**src/rtl/frame_timer_bank.sv**
```systemverilog
// Bank of NUM_CH independent frame-count timers with one-shot/periodic modes,
// retrigger, cancel and a global pause; all outputs registered except any_expired.
module frame_timer_bank #(
    parameter int NUM_CH = 4,
    parameter int CNT_W  = 8
) (
    input  logic                    clk,
    input  logic                    resetN,
    input  logic                    startOfFrame,
    input  logic                    pause,
    input  logic [NUM_CH-1:0]       start_req,
    input  logic [NUM_CH-1:0]       cancel_req,
    input  logic [NUM_CH-1:0]       periodic,
    input  logic [NUM_CH*CNT_W-1:0] load_value,
    output logic [NUM_CH-1:0]       busy,
    output logic [NUM_CH-1:0]       expired,
    output logic [NUM_CH*CNT_W-1:0] remaining,
    output logic                    any_expired
);

    typedef enum logic {IDLE = 1'b0, RUN = 1'b1} state_t;

    // Requests are single-cycle strobes with no ready: every asserted bit is
    // acted on at the next edge, with cancel_req winning over start_req.
    logic frame_tick;
    assign frame_tick = startOfFrame && !pause;

    for (genvar i = 0; i < NUM_CH; i++) begin : g_ch
        state_t           state_q, state_d;
        logic [CNT_W-1:0] count_q, count_d;
        logic [CNT_W-1:0] reload_q, reload_d;
        logic             mode_q, mode_d;
        logic             exp_q, exp_d;
        logic [CNT_W-1:0] ld;

        assign ld = load_value[i*CNT_W +: CNT_W];

        always_ff @(posedge clk or negedge resetN) begin
            if (!resetN) begin
                state_q  <= IDLE;
                count_q  <= '0;
                reload_q <= '0;
                mode_q   <= 1'b0;
                exp_q    <= 1'b0;
            end else begin
                state_q  <= state_d;
                count_q  <= count_d;
                reload_q <= reload_d;
                mode_q   <= mode_d;
                exp_q    <= exp_d;
            end
        end

        always_comb begin
            state_d  = state_q;
            count_d  = count_q;
            reload_d = reload_q;
            mode_d   = mode_q;
            exp_d    = 1'b0;
            if (cancel_req[i]) begin
                if (state_q == RUN) begin
                    state_d = IDLE;
                    count_d = '0;
                end
            end else if (start_req[i]) begin
                // A zero load expires at once and never enters RUN.
                if (ld != '0) begin
                    state_d  = RUN;
                    count_d  = ld;
                    reload_d = ld;
                    mode_d   = periodic[i];
                end else begin
                    state_d = IDLE;
                    count_d = '0;
                    exp_d   = 1'b1;
                end
            end else if (frame_tick && state_q == RUN) begin
                if (count_q > CNT_W'(1)) begin
                    count_d = count_q - CNT_W'(1);
                end else begin
                    exp_d = 1'b1;
                    if (mode_q) begin
                        count_d = reload_q;
                    end else begin
                        count_d = '0;
                        state_d = IDLE;
                    end
                end
            end
        end

        assign busy[i]                     = (state_q == RUN);
        assign expired[i]                  = exp_q;
        assign remaining[i*CNT_W +: CNT_W] = count_q;
    end

    assign any_expired = |expired;

endmodule

```
**config.mk**
```make
export PLATFORM = sky130hd
export DESIGN_NAME = frame_timer_bank
export DESIGN_NICKNAME = d
export VERILOG_FILES = /design/src/rtl/frame_timer_bank.sv
export SDC_FILE = /design/constraint.sdc
export NUM_CORES = 1
export LEC_CHECK = 0
export BUFFER_PORTS_ARGS = -buffer_cell sky130_fd_sc_hd__buf_4
export CAP_MARGIN = 30
export CORE_UTILIZATION = 35
export DETAILED_ROUTE_END_ITERATION = 6
export PLACE_DENSITY = 0.54
export SYNTH_ARGS = -nofsm -noshare
export SYNTH_HDL_FRONTEND = slang
export SYNTH_SLANG_ARGS = --single-unit
```
**constraint.sdc**
```tcl
create_clock -name clk -period 4.7 [get_ports clk]
set_input_delay 0 -clock clk [delete_from_list [all_inputs] [get_ports clk]]
set_output_delay 0 -clock clk [all_outputs]
set_load 0.02 [all_outputs]
```
### Word-level counts from Yosys, hierarchy flattened

Index checks and enable logic that the tools add are counted.
Widths: inputs -> output; s select.

| word-level totals | value |
|---|---|
| register bits | 76 |
| input port bits | 48 |
| output and inout bits | 41 |
| logic and storage cells | 143 |

| operators by class | value |
|---|---|
| add/sub/neg operators | 4 |
| magnitude comparators | 4 |
| equal/unequal tests | 12 |
| muxes and demuxes | 72 |
| bitwise gates (word level) | 4 |
| reductions and logical operators | 27 |

Operators with widths:

| kind | number |
|---|---|
| $mux 8 | 28 |
| $mux 1 | 44 |
| $gt 8x1->1 const B | 4 |
| $reduce_bool 8->1 | 4 |
| $sub 8x1->8 const B | 4 |
| $ne 3x3->1 const B | 8 |
| $reduce_and 3->1 | 8 |
| $reduce_bool 3->1 | 4 |
| $ne 2x1->1 const B | 4 |
| $reduce_and 2->1 | 4 |
| $logic_and 1x1->1 | 5 |
| $not 1->1 | 4 |
| $reduce_or 4->1 | 1 |
| $logic_not 1->1 | 1 |

### Longest topological paths before layout

| logic depth | value |
|---|---|
| word-level depth | 6 |
| mapped depth | 8 |
| gate-level depth less buffers | 7 |

### Worst setup path before layout

OpenSTA, ideal clock, no wires.

| timing | value |
|---|---|
| path kind | register to register |
| start | register g_ch[0].count_q[0] |
| end | register g_ch[0].count_q[0] |
| setup time | 122 ps |
| data arrival time | 1879 ps |
| required time | 4578 ps |
| setup slack | 2700 ps |
| stages on the path, launching flop included | 8 |
| buffers on the path | 1 |
| clock period less this slack | 2000 ps |
| cells stage by stage | dfrtp_1 > inv_1 > ha_1 > nor2_1 > nor3_4 > buf_6 > a311o_1 > a32o_1 |

| between the ends | value |
|---|---|
| word-level cells in the longest chain between the ends | 5 |
| elaborated cells on any way between the ends | 6 |
| classes of those cells | 1 x add/sub; 1 x order compare; 4 x mux |

RTL lines:

| element | line | text |
|---|---|---|
| start: declaration | 30 | `logic [CNT_W-1:0] count_q, count_d;` |
| start signal: assignment | 47 | `count_q <= count_d;` |
| $sub 8x1->8 / $gt 8x1->1 (equally long branches) | 79, 78 |  |
| $mux 8 (*) | 78 | `if (count_q > CNT_W'(1)) begin` |
| $mux 8 (*) | 77 | `end else if (frame_tick && state_q == RUN) begin` |
| $mux 8 (*) | 65 | `end else if (start_req[i]) begin` |
| $mux 8 (*) | 60 | `if (cancel_req[i]) begin` |

Every way passes the cells marked *; elsewhere a longest branch is shown, timed or not. The select of a mux whose other input is x is not followed.
A chain may end at the register's enable or synchronous reset.

### Worst setup path in the final report

| timing | value |
|---|---|
| start | register g_ch[1].count_q[0] |
| end | register g_ch[1].count_q[0] |

| between the ends | value |
|---|---|
| word-level cells in the longest chain between the ends | 5 |
| elaborated cells on any way between the ends | 6 |
| classes of those cells | 1 x add/sub; 1 x order compare; 4 x mux |

RTL lines:

| element | line |
|---|---|
| start: declaration | 30 |
| start signal: assignment | 47 |
| $sub 8x1->8 / $gt 8x1->1 (equally long branches) | 79, 78 |
| $mux 8 (*) | 78 |
| $mux 8 (*) | 77 |
| $mux 8 (*) | 65 |
| $mux 8 (*) | 60 |

Marked as above.

==> flow_summary.ini <==
[outcome]
status = finished clean

[clocking]
clk_path_buf_depth = 2
clk_pin_slew_ps = 60
numCtsBuffers = 9
clockRootBuffer = clkbuf_16
postCtsSetupRepairBufs = 0
worstSkewPairLatency_ps = 330
cts.sinks = 76
cts_tree = built
htree_num_levels = 3

[yosys]
yosysTopAreaCell = dfrtp_1
async_reset_ff_share_pct = 100
ys_types = 63
yosys-top-cells-area = dfrtp_1 (43%), nand2_1 (5.6%), a22o_1 (3.6%)
synth_top_cells_by_count = dfrtp_1 (76), nand2_1 (66), nor2_1 (40), o21ai_0 (25), a22o_1 (18)
synthCells = 474
yosysSeqAreaShare_pct = 42.8
synth_fp_nets = 530
synth_ff_type = dfrtp_1
ys_ff_latch = 76
synth_area_um2 = 4440
avgSynthCellArea_um2 = 9.37
yosysTopAreaCellShare_pct = 42.8
synth_warnings = 0
yosysMostFrequentCell = dfrtp_1
synth-edff-count = 0

[sta]
fmax_ghz = 0.420
relSlewSlack_pct = 34.3
fin_crit_sh_pct = 50.6
fin_tns_setup_ps = 0
rsz0062_at_grt = no
worst_pin_slew_ps = 984
final_max_slew_viol_count = 0
finalHoldViolCount = 0
clock_skew_ps = 5.26
whs_ps = 18.5
post-route-min-period_ps = 2380
setup_viol = 0

[setup_path]
critPathArrivalTime_ps = 2550
path_class = flip-flop to flip-flop
worstPathRequired_ps = 4870
end_kind = flip-flop
start_kind = flip-flop
crit_path_max_fanout = 13

[power_and_ir_drop]
power.density_nw_per_um2 = 387
total_power_mw = 2.29
p_leak_nw = 2.61
irDropWorstVdd_uv = 171

[finish]
num-nets-final = 642
final_layout_size_suffix_gt1_share_pct = 21.0
syn2layout_area_growth_pct = 33.2
diodes = 0

[route]
drc = 0
via_count = 4056
routed_via_density = 5.34
wl_per_cell_um = 16.1
final_antenna_net_count = 0
drt_iter0_markers = 243
wl_um = 12200
dr.pass1.iters = 5

[placed_design]
port_buffers = 88
hpwl_um = 8580
globalplace.congestion = 0.869

[die]
dieWidth_um = 115
die-area_um2 = 13100
ioPinCount = 89
std_cell_rows = 40
fp.dieH_um = 115
core_area_um2 = 12200
initial_utilization_pct = 36.4

[grt]
antenna_found_initial = 0
grt_max_degree = 49
grt_pass1_wl_um = 20300
grt_overflow = 0
grt_usage_pct = 19.8
grt_pass1_vias = 3932

[run]
maxCapViolCount = 0

[worst_hold_path]
min_path_type = primary input to flip-flop
==> sequential cells by signal, summed over array words and instances (netlist names) <==
name           cells
g_ch.count_q      32
g_ch.state_q       4
g_ch.reload_q     32
g_ch.exp_q         4
g_ch.mode_q        4
==> where the power goes <==
| group | internal, mW | switching (mW) | leakage [nW] |
|---|---|---|---|
| Clock | 0.468 | 0.268 | 0.158 |
| Combinational | 0.317 | 0.361 | 1.50 |
| Sequential | 0.746 | 0.130 | 0.954 |
| Total | 1.53 | 0.759 | 2.61 |
==> routing by layer <==
metal  global-route usage [%]  part of all wire (%)  vias up
met2                     30.7                    47      120
li1                         -                     -     1971
met5                        0                     0        -
met1                     27.8                    48     1951
met4                     7.36                   1.3        0
met3                     3.34                   4.5       14
==> cell type report <==
type	instances	area, µm²
fillers	1193	6300
repair buffers	133	1120
inverters	11	41.3
multi-input cells	355	2310
clock buffers	13	280
clock inverters	3	42.5
well taps	168	210
flip-flops and latches	76	1900
==> per-stage QoR <==
step	util [%]	cell area, µm²	instances	setup slack (ps)
after floorplan	-	4440	474	2700
after global placement	42.1	5140	700	2560
after detailed placement	42.3	5170	701	2500
after CTS	48.4	5910	759	2400
after global routing	48.4	5910	759	2080
final	48.4	5910	759	2320
==> what timing repair did <==
action,CTS,global route
gates resized for setup,0,0
hold endpoints to repair,100,0
hold buffers,42,0
==> cells by family after synthesis <==
kind of cell	Yosys count	share of synthesized area (%)
xor+xnor	13	2.56
fa+ha+maj	8	2.25
compound gates	138	22.4
mux	15	3.72
flops	76	42.8
simple gates	181	21.2
buf+inv	43	5.07
==> path summary, 6_finish.rpt <==
path,depth (start not counted),end,from,slack (ps)
hold / removal,3,g_ch[2].exp_q$_DFF_PN0_,start_req[2],20
setup / recovery,6,g_ch[1].count_q[0]$_DFFE_PN0P_,g_ch[1].count_q[0]$_DFFE_PN0P_,2320
max in group asynchronous,3,g_ch[1].reload_q[5]$_DFFE_PN0P_,resetN,3970
min in group asynchronous,2,g_ch[3].count_q[7]$_DFFE_PN0P_,resetN,140
setup reg to reg,6,g_ch[1].count_q[0]$_DFFE_PN0P_,g_ch[1].count_q[0]$_DFFE_PN0P_,2320
hold reg to reg,2,g_ch[3].reload_q[1]$_DFFE_PN0P_,g_ch[3].reload_q[1]$_DFFE_PN0P_,470
==> layout by cell type (no fill, tap or decap), types with 8 or more instances in the layout <==
cell type / n
nand2_1: 66
a22oi_1: 8
dfrtp_1: 76
a31oi_1: 13
o21ai_0: 25
nand3_1: 9
xnor2_1: 9
a22o_1: 18
ha_1: 8
or4_1: 10
nor3_1: 10
mux2_1: 9
a21oi_1: 16
clkbuf_16: 9
buf_4: 90
inv_1: 11
dlygate4sd3_1: 42
nor2_1: 40
nor2b_1: 10
==> critical path, cell delays in order, from the launching register on <==
cell,delay [ps]
dfrtp_1,470
inv_1,70
ha_1,270
o211ai_1,790
nor2_1,120
o21ai_0,270
o311ai_0,210
Note: power is estimated with default switching activity, not from simulation.
